`config.mk`:
```
export PLATFORM = sky130hd
export DESIGN_NAME = dev_dip_switch
export DESIGN_NICKNAME = d
export VERILOG_FILES = /design/src/rtl/dev_pkg.sv /design/src/rtl/debounce.sv /design/src/rtl/dev_dip_switch.sv
export SDC_FILE = /design/constraint.sdc
export NUM_CORES = 1
export LEC_CHECK = 0
export BUFFER_PORTS_ARGS = -buffer_cell sky130_fd_sc_hd__buf_2
export CORE_ASPECT_RATIO = 1.4
export CORE_MARGIN = 8
export CORE_UTILIZATION = 50
export DETAILED_ROUTE_END_ITERATION = 8
export GPL_ROUTABILITY_DRIVEN = 0
export GPL_TIMING_DRIVEN = 0
export PLACE_DENSITY = 0.69
export SLEW_MARGIN = 20
export SYNTH_ARGS = -nofsm -noshare
export SYNTH_HDL_FRONTEND = slang
export SYNTH_SLANG_ARGS = --single-unit
```
`constraint.sdc`:
```
create_clock -name clk -period 3.3 [get_ports clk]
set_clock_uncertainty 0.15 [all_clocks]
set_input_delay 0.33 -clock clk [delete_from_list [all_inputs] [get_ports clk]]
set_output_delay 0.33 -clock clk [all_outputs]
set_load 0.05 [all_outputs]
```
`src/rtl/dev_pkg.sv`:
```
// Shared constants for the board-device blocks.
package dev_pkg;

  localparam int unsigned DIP_W               = 8;
  localparam int unsigned DEBOUNCE_10MS_12MHZ = 120000;

  // Counter width for a debounce window; never narrower than one bit.
  function automatic int unsigned cnt_width(input int unsigned cycles);
    return (cycles > 1) ? $clog2(cycles) : 1;
  endfunction

endpackage

```
`src/rtl/debounce.sv`:
```
// Two-flop synchronizer followed by a vector debouncer with a registered accept strobe.
module debounce
  import dev_pkg::*;
#(
  parameter int unsigned WIDTH  = 8,
  parameter int unsigned CYCLES = 4
) (
  input  logic             clk,
  input  logic             rst,
  input  logic             invert,
  input  logic [WIDTH-1:0] din,
  output logic [WIDTH-1:0] stable,
  output logic             strobe
);

  localparam int unsigned    CW      = cnt_width(CYCLES);
  localparam logic [CW-1:0]  CNT_MAX = CW'(CYCLES - 1);

  logic [WIDTH-1:0] sync_q1;
  logic [WIDTH-1:0] sync_q2;
  logic [WIDTH-1:0] sync;
  logic [WIDTH-1:0] cand;
  logic [CW-1:0]    cnt;

  // Polarity is applied after the synchronizer so the flops see the raw pin.
  assign sync = sync_q2 ^ {WIDTH{invert}};

  always_ff @(posedge clk or posedge rst) begin
    if (rst) begin
      sync_q1 <= '0;
      sync_q2 <= '0;
      stable  <= '0;
      cand    <= '0;
      cnt     <= '0;
      strobe  <= 1'b0;
    end else begin
      sync_q1 <= din;
      sync_q2 <= sync_q1;
      strobe  <= 1'b0;
      if (sync == stable) begin
        cand <= sync;
        cnt  <= '0;
      end else if (sync != cand) begin
        cand <= sync;
        cnt  <= '0;
      end else if (cnt == CNT_MAX) begin
        stable <= cand;
        cnt    <= '0;
        strobe <= 1'b1;
      end else begin
        cnt <= cnt + 1'b1;
      end
    end
  end

endmodule

```
`src/rtl/dev_dip_switch.sv`:
```
// DIP-switch and push-button front end: debounced levels, change/press strobes, press snapshot.
module dev_dip_switch
  import dev_pkg::*;
#(
  parameter int unsigned DEBOUNCE_CYCLES = DEBOUNCE_10MS_12MHZ,
  parameter bit          ACTIVE_LOW      = 1'b0
) (
  input  logic             clk,
  input  logic             rst,
  input  logic [DIP_W-1:0] dip_pins,
  input  logic             btn_pin,
  output logic [DIP_W-1:0] dip_val,
  output logic             dip_changed,
  output logic             btn_level,
  output logic             btn_press,
  output logic [DIP_W-1:0] latched_val
);

  logic [DIP_W-1:0] dip_prev;
  logic             btn_strobe;

  debounce #(
    .WIDTH  (DIP_W),
    .CYCLES (DEBOUNCE_CYCLES)
  ) u_dip (
    .clk    (clk),
    .rst    (rst),
    .invert (ACTIVE_LOW),
    .din    (dip_pins),
    .stable (dip_val),
    .strobe (dip_changed)
  );

  debounce #(
    .WIDTH  (1),
    .CYCLES (DEBOUNCE_CYCLES)
  ) u_btn (
    .clk    (clk),
    .rst    (rst),
    .invert (ACTIVE_LOW),
    .din    (btn_pin),
    .stable (btn_level),
    .strobe (btn_strobe)
  );

  // Both terms are registered; a strobe with the level now high is a rising edge.
  assign btn_press = btn_strobe & btn_level;

  // dip_prev holds the switch value from before the press edge, so a switch
  // update landing on the same edge as the button is not captured.
  always_ff @(posedge clk or posedge rst) begin
    if (rst) begin
      dip_prev    <= '0;
      latched_val <= '0;
    end else begin
      dip_prev <= dip_val;
      if (btn_press) begin
        latched_val <= dip_prev;
      end
    end
  end

endmodule

```
# Word-level counts from Yosys, hierarchy flattened
# Index checks and enable logic that the tools add are counted.
[totals] n_memories=0 ram_bits=0 ff_bits=88 latch_bits=0 mem_bits_ro=0 input_bits=11 output_inout_bits=19 word_cells=47
[op_classes] bitwise_logic=5 n_div=0 n_reduce_logical=4 add_sub_neg=2 shift=0 magnitude_cmp=0 eq_ne=6 mux=16 mul=0
[ops] op="2-to-1 mux 17 bit" n=6
[ops] op="adder 17 x 1 -> 17 bit, second input constant" n=2
[ops] op="equality test 17 bit, second input constant" n=2
[ops] op="2-to-1 mux 8 bit" n=2
[ops] op="equality test 8 bit" n=1
[ops] op="2-to-1 mux 1 bit" n=8
[ops] op="inequality test 8 bit" n=1
[ops] op="AND reduction 3 bit" n=2
[ops] op="NOT 1 bit" n=4
[ops] op="nonzero test 2 bit" n=2
[ops] op="AND 1 bit" n=1
[ops] op="equality test 1 bit" n=1
[ops] op="inequality test 1 bit" n=1

# Depth between registers and ports, before layout
# Gate-level depths: netlist (run 1).
[logic_depth] ltp_word=4 mapped_depth=8 depth_no_buf=6

# By module
# From an unflattened synthesis (run 1), not the netlist that was laid out.
[hier_totals] cells_unflattened=299 hier_area_um2=3759.9
[by_module_without_submodules] module="debounce (u_dip)" cells_each=168 area_each_um2=2100.8 instances=1 seq_area_each_um2=1251.2
[by_module_without_submodules] module="debounce (u_btn)" cells_each=103 area_each_um2=1116.1 instances=1 seq_area_each_um2=550.5
[by_module_without_submodules] module="dev_dip_switch" cells_each=28 area_each_um2=543.0 instances=1 seq_area_each_um2=400.4

# Worst setup path after synthesis (run 1)
# OpenSTA, ideal clock, no wires.
[synth_timing] path_type="reg2reg" from="register u_dip.stable[2]" to="register u_dip.stable[0]" required_ns=3.025 synth_period_minus_slack_ns=2.042 path_slack_ns=1.258 path_buffers=0 setup_time_ns=0.125 path_stages_with_launch=6 t_arrival_ns=1.767 path_cell_list="dfrtp_1 -> xor2_1 -> nor4_1 -> a211oi_2 -> nand4_4 -> mux2_2"
[synth_via] elab_chain_cells=3
[synth_lines] element="start: declaration" line="debounce.sv:12" text="output logic [WIDTH-1:0] stable,"
[synth_lines] element="start signal: assignment" line="debounce.sv:47" text="stable <= cand;"
[synth_lines] element="equality test 8 bit" line="debounce.sv:40" text="if (sync == stable) begin"
[synth_lines] element="NOT 1 bit (no source line)"
[synth_lines] element="AND reduction 3 bit (no source line)"
# No other way between the ends.
# A chain may end at the register's enable or synchronous reset.

# Final worst setup path (run 1)
[layout_timing] from="register u_dip.cnt[11]" to="register u_dip.cnt[12]"
[layout_via] elab_chain_cells=4 elab_cells_between_ends=5 classes_between="add/sub: 1; eq/ne: 1; mux: 3"
[layout_lines] element="start: declaration" line="debounce.sv:23" text="logic [CW-1:0] cnt;"
[layout_lines] element="start signal: assignment" line="debounce.sv:51" text="cnt <= cnt + 1'b1;"
[layout_lines] element="adder 17 x 1 -> 17 bit / equality test 17 bit (equally long branches)" line="debounce.sv:51, debounce.sv:46"
[layout_lines] element="2-to-1 mux 17 bit *" line="debounce.sv:46" text="end else if (cnt == CNT_MAX) begin"
[layout_lines] element="2-to-1 mux 17 bit *" line="debounce.sv:43" text="end else if (sync != cand) begin"
[layout_lines] element="2-to-1 mux 17 bit *" line="debounce.sv:40"
# Mark *: on every way between the ends. The rest lies on a longest branch, timed or not.

==> key figures, run 1 <==
Run status
  – Status: completed

Yosys
  – Simple-gate portion of the synthesized area: 15.2%
  – Distinct cell type count after synthesis: 29
  – Mapped Nets: 290
  – Compound-cell area share of the yosys netlist: 0.982%
  – Mux cell area share after synthesis: 5.24%
  – Post-Synth Adder-Cell Area: 0.728%
  – Synth area leader: dfrtp_1
  – Share of the synthesized area in the top cell type: 64.0%
  – Sequential-to-total area share from yosys stat: ~64%
  – Flops & latches, synth: 88
  – Top FF cell, synth: dfrtp_1
  – Ys Warns: 0
  – Mapped Cells: 277
  – Post-synth EDFFs: 0
  – Async SR Flop Fraction: 100%
  – Main combinational cell family by area after synthesis: simple AND/OR/NAND/NOR gates
  – Top cells by area, synth: dfrtp_1 64%, xor2_1 6.9%, mux2_2 5.2%, xnor2_1 4.8%, nor2_1 4.8%
  – Mapped Area: 3440 um2
  – Post-synthesis xor/xnor area fraction: about an eighth
  – Syn avg cell area: 12.4 um2

Placement
  – I/O Buffers: 29
  – DP Wirelength: 3920 um
  – Dpl ws: 1.17 ns

Routing
  – Vias per std cell: 4.78
  – DRC viols: 0
  – Drt initial violations: 37
  – DR vias: 2044
  – First-pass DRT Iterations: 4
  – WL/cell: around 13 um
  – Routed WL: approximately 5600 um
  – Final ANT Viol Nets: 0

Cells and area
  – Antenna cells: 0
  – Fillers: 579
  – Most common cell after layout, fill and taps aside: dfrtp_1
  – Commonest cells after routing, fill and taps aside: 88 x dfrtp_1, 44 x nor2_1, 34 x buf_2
  – Area delta synth->final: 17.2%
  – Final nets: around 340
  – Share of cells above drive strength 1: 21.0%
  – Area occupied by multi-input gates: 1160 um2
  – Sequential Area: 2200 um2

STA
  – Slew headroom: 51.4%
  – Final Hold Fails: 0
  – Fin crit share: a little under two thirds
  – # setup viols final: 0
  – Final WS setup: 1.20 ns
  – Max Slew Vio Count: 0
  – Hold slack: between 0.2 and 0.25 ns
  – Slew @ Worst Pin: 0.718 ns
  – Unrepaired setup endpoints after global routing: false
  – FMAX: 476 MHz
  – Tmin final: 2.10 ns

Setup path
  – R2R cell count: 5
  – Worst Setup End Kind: register
  – Worst R2R Setup Slack: 1.20 ns
  – Worst-path maximum fanout: 10
  – Worst Path Required: 3.40 ns
  – Crit path from: u_dip.cnt[11]
  – Crit Reg-Reg Startpoint: u_dip.cnt[11]
  – Crit path kind: register to register
  – FF-to-FF End: u_dip.cnt[12]
  – Crit path arrival time: around 2.2 ns
  – CP startpoint kind: register
  – CP endpoint: u_dip.cnt[12]

GRT
  – First-pass GRT wire length: a little under 10000 um
  – Global route overflow: 0
  – Pin count of the biggest net entering global routing: 58
  – All-layer global routing usage: 13.0%
  – Number of global-route vias before repair: around 2100
  – Initial antenna violation count: 0

CTS
  – CTS-repair resized insts: 0
  – Register clock-pin slew on the reported worst setup and hold paths: 0.08 ns
  – Clock Latency Late Sink: 0.35 ns
  – Clk sinks: 88
  – Total CTS buffers: 9
  – CTS root buf: clkbuf_8
  – Clock Path Buffers: 2
  – CTS tree: built
  – H-tree depth: 3

Floorplan
  – Die area: 9830 um2
  – Die W: between 80 and 90 um
  – Num ports: 30
  – Initial core utilization: 50.6%
  – Core box area: around 7000 um2
  – FP Rows: 36
  – Die height: 114 um

Power
  – Clock power share: 38.4%
  – Leak: 0.00190 uW
  – P_sw: 425 uW
  – Sequential power share: 58.2%
  – Comb pwr share: 3.4%
  – VDD IR-drop max: 0.332 mV
  – Internal: 1480 uW
  – Cell Pwr Density: 472 nW/um2
  – Sw Ratio: 22.3%

Flow run
  – Max-cap viol count: 0

Hold path
  – Hold Path Class: register to register
## Yosys cell counts, drive strengths merged, types with 4 or more instances
master   n
nor2    44
nand4   10
clkbuf   6
inv      5
and4     4
xor2    27
mux2    16
nand3   11
xnor2   19
dfrtp   88
and3     5
nand2   16
buf      6
## sequential cells by signal, indices dropped and copies added (netlist names)
name / cells
u_dip.cand: 8
u_btn.strobe: 1
u_btn.stable: 1
u_dip.sync_q1: 8
u_dip.sync_q2: 8
u_btn.cand: 1
u_dip.stable: 8
u_dip.strobe: 1
u_btn.sync_q1: 1
u_btn.cnt: 17
latched_val: 8
dip_prev: 8
u_btn.sync_q2: 1
u_dip.cnt: 17
## kinds of logic (layout without fill, tap and decap cells)
family | Yosys count | after routing
AO/OA/AOI/OAI | 4 | 4
XOR/XNOR | 46 | 46
adder cells (fa/ha/maj) | 2 | 2
buffers and inverters | 17 | 73
flip-flops | 88 | 88
multiplexers | 16 | 16
AND/OR/NAND/NOR | 104 | 104
## layout make-up
class	instances	area share, %
Clock inverter	6	1.71
Inverter	5	0.528
Clock buffer	10	3.17
Multi-Input combinational cell	172	28.9
Tap cell	95	2.95
Buffer	12	1.37
Sequential cell	88	54.6
Timing Repair Buffer	40	6.77
## how the worst min path moves through the flow
stage	from	end	slack, ns	depth (start not counted)
2_1_floorplan	u_btn.sync_q1	u_btn.sync_q2	0.18	0
3_3_place_gp	u_dip.sync_q1[7]	u_dip.sync_q2[7]	0.18	0
3_5_place_dp	u_dip.sync_q1[0]	u_dip.sync_q2[0]	0.18	0
4_1_cts	u_dip.sync_q1[5]	u_dip.sync_q2[5]	0.20	0
5_1_grt	u_dip.sync_q1[3]	u_dip.sync_q2[3]	0.21	0
6_report	u_dip.sync_q1[6]	u_dip.sync_q2[6]	0.20	0
## power groups by stage
stage / sequential [uW] / combinational (uW) / clock (uW)
final: 1110 / 64.8 / 732
after global placement: 1130 / 52.8 / 0
after detailed placement: 1130 / 58.7 / 0
after floorplan: 1130 / 38.6 / 0
after CTS: 1110 / 67.8 / 758
after global routing: 1110 / 74.3 / 805
## layer usage
metal  up-vias  global-route usage [%]  share of wire, %
met5         -                       0                 0
met4         0                    8.10               2.6
met3        11                    4.09               3.7
met2        24                    20.2                48
met1       991                    15.1                45
li1       1018                       -                 -
## what timing repair did
item                                    in CTS  in global routing
hold buffers                                10                  0
buffers inserted                             0                  0
endpoints found under the setup margin       0                  0
hold endpoints to repair                    40                  0
## metrics by stage
step / util [%] / area [um2] / cells / power, uW / setup TNS [ns]
after floorplan: - / 3440 / 277 / 1170 / 0
after global placement: 54.5 / 3700 / 401 / 1180 / -34.93
after detailed placement: 54.9 / 3730 / 402 / 1190 / 0
after CTS: 59.3 / 4030 / 428 / 1930 / 0
after global routing: 59.3 / 4030 / 428 / 1990 / 0
final: 59.3 / 4030 / 428 / 1900 / 0
## critical path, stage by stage, from the launching register on
cell     delay (ns)
dfrtp_1        0.42
nor4b_1        0.67
nand3_1        0.22
nand2_1        0.25
buf_4          0.22
nor2_1         0.06
Power figures use the tool's default switching activity.
==> run 2: changes to the inputs <==
- clock period: 3.3 -> 1.96 ns (I/O delays scaled with it)
==> key figures, run 2 (same netlist as run 1, synthesis figures left out) <==
Run status
  – Status: completed

Cells and area
  – Commonest cells after routing, fill and taps aside: 80 x dfrtp_1, 42 x nor2_1, 32 x buf_2
  – Final nets: 344
  – Most common cell after layout, fill and taps aside: dfrtp_1
  – Area delta synth->final: 22.6%
  – Share of cells above drive strength 1: 27.7%
  – Non-Filler Instances: 431
  – Largest registers: u_btn.cnt: 17 flops, u_dip.cnt: 17 flops
  – Fillers: 550
  – Antenna cells: 0

Placement
  – DP Wirelength: 4030 um
  – Placed cells: 404
  – I/O Buffers: 29

Floorplan
  – Core box area: 6800 um2
  – Die W: ~86 um
  – Die height: 114 um
  – Num ports: 30
  – Initial core utilization: 50.6%
  – FP Rows: 36
  – Die area: 9830 um2

CTS
  – Total CTS buffers: 9
  – Register clock-pin slew on the reported worst setup and hold paths: ~0.08 ns
  – CTS tree: built
  – Clk sinks: 88
  – CTS root buf: clkbuf_8
  – Clock Latency Late Sink: 0.35 ns
  – Clock Path Buffers: 2
  – H-tree depth: 3

Setup path
  – Crit path kind: register to register
  – R2R cell count: 5
  – Crit path from: u_dip.sync_q2[5]
  – Worst Path Required: about 2 ns
  – Worst-path maximum fanout: 8
  – Crit Reg-Reg Startpoint: u_dip.sync_q2[5]
  – Crit path arrival time: just over 2 ns
  – Critical path depth: 5
  – CP startpoint kind: register
  – CP delay by family, top: simple AND/OR/NAND/NOR gates
  – CP endpoint: u_dip.stable[5]
  – Worst Setup End Kind: register
  – Worst-path cell chain: xor2_1 -> nor4_2 -> a211oi_4 -> nand4_4 -> mux2_2
  – Worst path max stage delay: 0.42 ns
  – Crit path buf inv count: 0
  – Slowest stage cell, crit path: dfrtp_1
  – FF-to-FF End: u_dip.stable[5]
  – Worst R2R Setup Slack: 0.02 ns

Routing
  – First-pass DRT Iterations: 4
  – Routed WL: between 6000 and 7000 um
  – Drt initial violations: 69
  – DR vias: 2089
  – Final ANT Viol Nets: 0
  – Vias per std cell: 4.85
  – WL/cell: 14.0 um
  – DRC viols: 0

Flow run
  – Max-cap viol count: 0

GRT
  – Global route overflow: 0
  – Pin count of the biggest net entering global routing: 28
  – Initial antenna violation count: 0
  – Number of global-route vias before repair: about 2200
  – All-layer global routing usage: 13.4%
  – First-pass GRT wire length: 10300 um

Power
  – Leak: 0.00194 uW
  – Cell Pwr Density: 837 nW/um2
  – VDD IR-drop max: approximately 0.5 mV

STA
  – Slew @ Worst Pin: 0.436 ns
  – # setup viols final: 0
  – Tmin final: 1.94 ns
  – Hold slack: 0.202 ns
  – Slew headroom: between 70 and 80%
  – Max Slew Vio Count: 0
  – Setup TNS: 0 ns
  – Fin crit share: 98.7%
  – Unrepaired setup endpoints after global routing: true
  – FMAX: a little over 500 MHz
  – Final Hold Fails: 0

Hold path
  – Hold Path Class: register to register
run 2: final cells by class:
class / instances / area, um2 / share of cell area, %
Buffer: 11 / 52.6 / 1.25
Timing Repair Buffer: 44 / 328 / 7.77
Clock buffer: 12 / 155 / 3.68
Tap cell: 95 / 119 / 2.82
Clock inverter: 4 / 98.8 / 2.34
Multi-Input combinational cell: 172 / 1230 / 29.2
Inverter: 5 / 22.5 / 0.534
Sequential cell: 88 / 2210 / 52.4
run 2: what timing repair did:
item | in CTS | in global routing
resized for setup | 8 | 8
endpoints found under the hold margin | 26 | 0
endpoints found under the setup margin | 33 | 29
buffers inserted | 1 | 1
hold buffers | 10 | 0
pin swaps | 2 | 1
run 2: how the worst min path moves through the flow:
stage                                 from                to  slack, ns  cells after the start
after floorplan                    btn_pin     u_btn.sync_q1       0.08                      0
after global placement         dip_pins[6]  u_dip.sync_q1[6]       0.15                      1
after detailed placement               rst      u_btn.stable       0.08                      2
after CTS                 u_dip.sync_q1[7]  u_dip.sync_q2[7]       0.20                      0
after global routing         u_btn.sync_q1     u_btn.sync_q2       0.21                      0
final                     u_dip.sync_q1[0]  u_dip.sync_q2[0]       0.20                      0
run 2: report_power, final:
group / total [uW] / switching [uW] / internal, uW
registers: 1870 / 21.5 / 1840
logic: 125 / 65.2 / 60.3
clock network: 1540 / 619 / 922
total: 3530 / 706 / 2830
run 2: worst reg2reg max path: stages, from the launching register on:
cell and delay [ns]:
dfrtp_1 0.42, xor2_1 0.19, nor4_2 0.40, a211oi_4 0.14
nand4_4 0.16, mux2_2 0.36
run 2: through the flow:
step | utilization [%] | total power (uW) | setup WS (ns) | area, um2
floorplan | - | 1960 | 0.0251 | 3450
global placement | 54.7 | 1990 | -0.168 | 3720
detailed placement | 55.6 | 2010 | -0.193 | 3780
CTS | 61.5 | 3570 | -0.0149 | 4190
global route | 62.0 | 3660 | -0.0727 | 4220
finish | 62.0 | 3530 | 0.0249 | 4220
run 2: routing by layer:
metal | GRT usage, % | part of all wire (%) | vias to the layer above | routed length [um]
li1 | - | - | 1015 | -
met1 | 15.5 | 44 | 1032 | 2630
met2 | 21.9 | 51 | 32 | 3040
met3 | 4.17 | 3.8 | 10 | 229
met4 | 6.69 | 1.8 | 0 | 110
met5 | 0 | 0 | - | 0
